`src/rtl/maze_level_engine.sv`:
```
// Maze-level core: per-pixel renderer plus player movement, wall collision,
// lives and win detection over a run-time table of path rectangles.
module maze_level_engine #(
  parameter int unsigned NUM_RECTS   = 11,
  parameter int unsigned PLAYER_SIZE = 25,
  parameter int unsigned STEP        = 5,
  parameter int unsigned TICK_DIV    = 1250000,
  parameter int unsigned START_X     = 33,
  parameter int unsigned START_Y     = 443,
  parameter int unsigned MAX_LIVES   = 3,
  parameter int unsigned HIT_TICKS   = 8
) (
  input  logic                    pixel_clk,
  input  logic                    resetSwitch,
  input  logic [9:0]              col,
  input  logic [8:0]              row,
  input  logic [3:0]              switches,
  input  logic [38*NUM_RECTS-1:0] path_rects,
  input  logic [37:0]             start_rect,
  input  logic [37:0]             finish_rect,
  output logic [3:0]              red,
  output logic [3:0]              green,
  output logic [3:0]              blue,
  output logic [9:0]              player_x,
  output logic [8:0]              player_y,
  output logic [2:0]              lives,
  output logic                    level_done,
  output logic                    game_over
);

  typedef enum logic [1:0] {StPlay, StHit, StWin, StOver} state_e;

  localparam int unsigned TickW  = (TICK_DIV > 1) ? $clog2(TICK_DIV) : 1;
  localparam int unsigned HitW   = $clog2(HIT_TICKS + 1);
  localparam logic [10:0] Step11 = 11'(STEP);
  localparam logic [10:0] Span11 = 11'(PLAYER_SIZE - 1);
  localparam logic [10:0] Size11 = 11'(PLAYER_SIZE);
  localparam logic [10:0] MaxX   = 11'd639;
  localparam logic [10:0] MaxY   = 11'd479;

  // All geometry is done in 11 bits so rx+w and ry+h never wrap.
  function automatic logic pt_in_rect(input logic [10:0] px, input logic [10:0] py,
                                      input logic [37:0] r);
    logic [10:0] rx, ry, rw, rh;
    rx = {1'b0, r[37:28]};
    ry = {2'b0, r[27:19]};
    rw = {1'b0, r[18:9]};
    rh = {2'b0, r[8:0]};
    return (px >= rx) && (px < rx + rw) && (py >= ry) && (py < ry + rh);
  endfunction

  function automatic logic pt_in_path(input logic [10:0] px, input logic [10:0] py,
                                      input logic [38*NUM_RECTS-1:0] rects);
    logic hit;
    hit = 1'b0;
    for (int unsigned i = 0; i < NUM_RECTS; i++) begin
      hit = hit | pt_in_rect(px, py, rects[38*i +: 38]);
    end
    return hit;
  endfunction

  state_e           state_q;
  logic [TickW-1:0] tick_q;
  logic [HitW-1:0]  hit_cnt_q;
  logic             move_tick;
  logic             want_move;
  logic [10:0]      cand_x, cand_y, cand_r, cand_b;
  logic             in_screen, in_finish, on_path;
  logic [10:0]      pix_x, pix_y, ply_x, ply_y;
  logic             on_player;
  logic [11:0]      pix_rgb;

  assign move_tick = (tick_q == TickW'(TICK_DIV - 1));
  assign want_move = |switches;

  // Candidate position for this tick; priority left > up > down > right.
  always_comb begin
    cand_x = {1'b0, player_x};
    cand_y = {2'b0, player_y};
    if (switches[3])      cand_x = cand_x - Step11;
    else if (switches[2]) cand_y = cand_y - Step11;
    else if (switches[1]) cand_y = cand_y + Step11;
    else if (switches[0]) cand_x = cand_x + Step11;
  end

  // Negative candidates wrap to large values, so one upper-bound test covers both.
  assign in_screen = (cand_x <= MaxX) && (cand_y <= MaxY);
  assign cand_r    = cand_x + Span11;
  assign cand_b    = cand_y + Span11;
  assign in_finish = pt_in_rect(cand_x, cand_y, finish_rect) &&
                     pt_in_rect(cand_r, cand_y, finish_rect) &&
                     pt_in_rect(cand_x, cand_b, finish_rect) &&
                     pt_in_rect(cand_r, cand_b, finish_rect);
  assign on_path   = pt_in_path(cand_x, cand_y, path_rects) &&
                     pt_in_path(cand_r, cand_y, path_rects) &&
                     pt_in_path(cand_x, cand_b, path_rects) &&
                     pt_in_path(cand_r, cand_b, path_rects);

  // Game FSM with tick divider, hit timer and registered status outputs.
  always_ff @(posedge pixel_clk) begin
    if (resetSwitch) begin
      state_q    <= StPlay;
      tick_q     <= '0;
      hit_cnt_q  <= '0;
      player_x   <= 10'(START_X);
      player_y   <= 9'(START_Y);
      lives      <= 3'(MAX_LIVES);
      level_done <= 1'b0;
      game_over  <= 1'b0;
    end else begin
      level_done <= 1'b0;
      tick_q     <= move_tick ? '0 : tick_q + 1'b1;
      if (move_tick) begin
        unique case (state_q)
          StPlay: begin
            if (want_move) begin
              // Finish containment wins even where the pad is off the path.
              if (in_screen && in_finish) begin
                player_x   <= cand_x[9:0];
                player_y   <= cand_y[8:0];
                state_q    <= StWin;
                level_done <= 1'b1;
              end else if (in_screen && on_path) begin
                player_x <= cand_x[9:0];
                player_y <= cand_y[8:0];
              end else begin
                lives    <= lives - 3'd1;
                player_x <= 10'(START_X);
                player_y <= 9'(START_Y);
                if (lives == 3'd1) begin
                  state_q   <= StOver;
                  game_over <= 1'b1;
                end else begin
                  state_q   <= StHit;
                  hit_cnt_q <= '0;
                end
              end
            end
          end
          StHit: begin
            hit_cnt_q <= hit_cnt_q + 1'b1;
            if (hit_cnt_q + 1'b1 == HitW'(HIT_TICKS)) state_q <= StPlay;
          end
          StWin, StOver: ;
        endcase
      end
    end
  end

  // Pixel colour for the current beam position, first match wins.
  always_comb begin
    pix_x     = {1'b0, col};
    pix_y     = {2'b0, row};
    ply_x     = {1'b0, player_x};
    ply_y     = {2'b0, player_y};
    on_player = (pix_x >= ply_x) && (pix_x < ply_x + Size11) &&
                (pix_y >= ply_y) && (pix_y < ply_y + Size11);
    pix_rgb   = 12'h000;
    if (on_player) begin
      pix_rgb = (state_q == StHit || state_q == StOver) ? 12'hF00 : 12'hF0F;
    end else if (pt_in_rect(pix_x, pix_y, start_rect)) begin
      pix_rgb = 12'h0F0;
    end else if (pt_in_rect(pix_x, pix_y, finish_rect)) begin
      pix_rgb = 12'hF00;
    end else if (pt_in_path(pix_x, pix_y, path_rects)) begin
      pix_rgb = 12'hFFF;
    end
  end

  // Registered colour output, one cycle behind col/row.
  always_ff @(posedge pixel_clk) begin
    if (resetSwitch) begin
      {red, green, blue} <= 12'h000;
    end else begin
      {red, green, blue} <= pix_rgb;
    end
  end

endmodule
```
`config.mk`:
```
export PLATFORM = sky130hd
export DESIGN_NAME = maze_level_engine
export DESIGN_NICKNAME = d
export VERILOG_FILES = /design/src/rtl/maze_level_engine.sv
export SDC_FILE = /design/constraint.sdc
export NUM_CORES = 2
export LEC_CHECK = 0
export ABC_AREA = 1
export ABC_CLOCK_PERIOD_IN_PS = 11450
export BUFFER_PORTS_ARGS = -buffer_cell sky130_fd_sc_hd__buf_2
export CORE_MARGIN = 2
export CORE_UTILIZATION = 60
export CTS_CLUSTER_DIAMETER = 120
export DETAILED_ROUTE_END_ITERATION = 12
export GPL_TIMING_DRIVEN = 0
export PLACE_DENSITY = 0.85
export SLEW_MARGIN = 40
export SYNTH_ARGS = -nofsm -noshare
export SYNTH_HDL_FRONTEND = slang
export SYNTH_SLANG_ARGS = --single-unit
export TNS_END_PERCENT = 1
```
`constraint.sdc`:
```
create_clock -name pixel_clk -period 11.45 [get_ports pixel_clk]
set_clock_uncertainty 0.1 [all_clocks]
set_input_delay 2.29 -clock pixel_clk [delete_from_list [all_inputs] [get_ports pixel_clk]]
set_output_delay 2.29 -clock pixel_clk [all_outputs]
set_load 0.03 [all_outputs]
```
==> metrics.txt <==
Max Clk Rate 129 MHz; Post-synth EDFFs 0; post-CTS resize count 0; fin crit share 67.9%; Synth area leaders ha_1 45%, nand2_1 10%, a21oi_1 8.9%; Port-buffer cells 552; routed vias 46.3k; Global Route Usage Sum 39.3%; initial antenna violation count 17; Min-Delay Endpoint tick_q[0]; R2R depth 36; most common cell in the netlist ha_1; Rel. slew slack 41.7%; core area 71100 um2; drc violations 0; average size of a mapped cell between 7 and 8 um2; final hold vios 0; WS Path Type input pin to register; GRT met3 Usage 5.86%; CTS sink cnt 54; largest net degree at the start of global routing 30; async set or reset register ratio after synthesis 0%; Initial Util between 60% and 70%; CTS tree built; Post-Syn Area 42900 um2; Crit path largest cell delay approximately 0.65 ns; Worst-Margin Slew 0.873 ns; drt initial violations 3646; Yosys reg bits 54; synth warn 0; CTS Buf Count 5; Placer Congestion 0.967; Bufs on Longest Clock Path 2; area grow syn2layout 11.0%; largest area contributor in the netlist ha_1; hold path startpoint tick_q[0]; Max-cap violations 0; fin nets 8757; full die area 73600 um2; Critical Path AT 7.86 ns; Slew Viols, Final 0; CP Max Fanout 27; proportion of layout cells with a drive suffix above 1 10.7%; Final Util 66.9%; htree depth 2; worst r2r src player_x[0]; RSZ-0062 raised after global routing false; first-pass GRT wire length 233000 um; element type at the critical path start input pin; Final setup viols 0; Power Total 3.11 mW; worst r2r dst hit_cnt_q[0]; row cnt 98; Setup Buffers After CTS 0; Synth cell types 62; Die W 271 um; Crit. End Element register; post-DP HPWL roughly 120000 um; CTS root buffer clkbuf_16; final setup TNS 0 ns; Worst Hold Depth 1; worst hold path class register to register; die height around 270 um; total global routing overflow 0; status complete, no violations; post-route minimum period 7.78 ns; synth cell count leaders 1557 x ha_1, 1159 x nand2_1, 801 x inv_1; leak pwr 27.2 nW; Most Used Layer, Global Route met2; wire per inst 19.8 um; Hold Buf Count CTS 0; Peak VDD IR 54.8 uV; total wire length between 150000 and 200000 um; pwr dens roughly 65 nW/um2; flop2flop setup slack 5.11 ns; Post-Syn Instances 6080; Synth top area share 45.4%; vias per cell 6.08; met1 GRT Util about half; clk_lat worst skew 0.29 ns; CP max-delay cell inv_2; most used cell, CP nand2_1; Critical Path RT around 12 ns; first-pass detailed-route iteration total 8; Post-DRT Antenna Nets 0; syn_nets 8182; Ports between 500 and 600; met2 Use GR between 60 and 70%; Worst-path clk slew around 0.07 ns; Synth Flop Type dfxtp_1; vias in the first global route 44.4k; Seq/Total Area, Yosys roughly 2.5%
==> report_power, final <==
part,internal (mW),total [mW],switching (mW)
Sequential,0.192,0.195,0.00351
Combinational,1.05,2.74,1.68
Clock,0.108,0.176,0.0681
Total,1.35,3.11,1.75
==> stage by stage <==
step	setup WS, ns	std cells	instance area, um2	hold WS, ns
final	3.67	7623	47600	0.369
after CTS	3.88	7605	47600	0.362
after floorplan	3.46	6080	42900	0.318
after global placement	-2.17	7582	46800	0.332
after global routing	3.50	7619	47600	0.390
after detailed placement	3.62	7598	47400	0.347
==> how the worst max path moves through the flow <==
| stage | from | endpoint | slack [ns] | cells after the start |
|---|---|---|---|---|
| floorplan | switches[2] | player_x[7] | 3.46 | 30 |
| global placement | switches[3] | player_y[6] | -2.17 | 26 |
| detailed placement | switches[3] | hit_cnt_q[0] | 3.62 | 35 |
| CTS | switches[1] | hit_cnt_q[0] | 3.88 | 35 |
| global route | switches[3] | hit_cnt_q[2] | 3.50 | 36 |
| finish | switches[1] | hit_cnt_q[0] | 3.67 | 35 |
==> cell usage in the layout (no fill, tap or decap), types with 5 or more instances in the layout <==
cell       instances
o21ai_0          176
a21o_1            45
o21a_1            31
nand3b_1          32
nand2_4           17
buf_16             8
nor3_1            63
buf_4             34
a211oi_1          44
nor4_1            18
inv_2             19
clkbuf_1           6
nand2_2           13
inv_1            788
o21bai_1          77
nand2_1         1157
o221ai_1          23
ha_1            1557
inv_4              5
nor3b_1           23
xor2_1           134
xnor2_1           83
o211ai_1          59
dfxtp_1           54
nand3_1          299
a2111oi_0          6
a21oi_1          765
buf_2            546
a21boi_0          24
diode_2           18
o21ai_1            9
nor2_1           285
buf_8              8
fa_1              26
clkbuf_16          5
xor2_4             5
nand4_1          128
nand3_2           18
==> flip-flops by register name (all words and copies together), names as in the netlist <==
name,cells
tick_q,21
player_x,10
player_y,9
hit_cnt_q,4
lives,3
state_q,2
blue,1
game_over,1
green,1
level_done,1
red,1
==> cells by family (layout without fill, tap and decap cells) <==
logic type | count (synthesis) | count (layout) | share of synthesized area, %
other cells | 0 | 18 | 0
simple gates | 2082 | 2082 | 21.5
buf+inv | 853 | 1428 | 7.71
xor+xnor | 222 | 222 | 4.53
fa+ha+maj | 1583 | 1583 | 46.6
flops | 54 | 54 | 2.52
compound gates | 1286 | 1286 | 17.1
==> final cells by class <==
cell class,instances,area [um2]
plain buffers,39,258
multi-input cells,5173,38700
diodes,18,45.0
flip-flops and latches,54,1080
clock inverters,1,30.0
fillers,6209,23500
clock buffers,6,139
repair buffers,568,3140
well taps,950,1190
inverters,814,3070
==> per-layer routing <==
layer,part of all wire (%),routed length (um)
met1,39,59300
met2,44,67100
met3,10,15400
met4,6.2,9400
met5,0.0086,13
==> critical path, delay by kind of cell <==
family | cells | cell delay [ns]
AO/OA/AOI/OAI | 2 | 0.37
AND/OR/NAND/NOR | 28 | 3.73
buffers and inverters | 4 | 1.02
adder cells (fa/ha/maj) | 1 | 0.40
(Power assumes the default switching activity.)
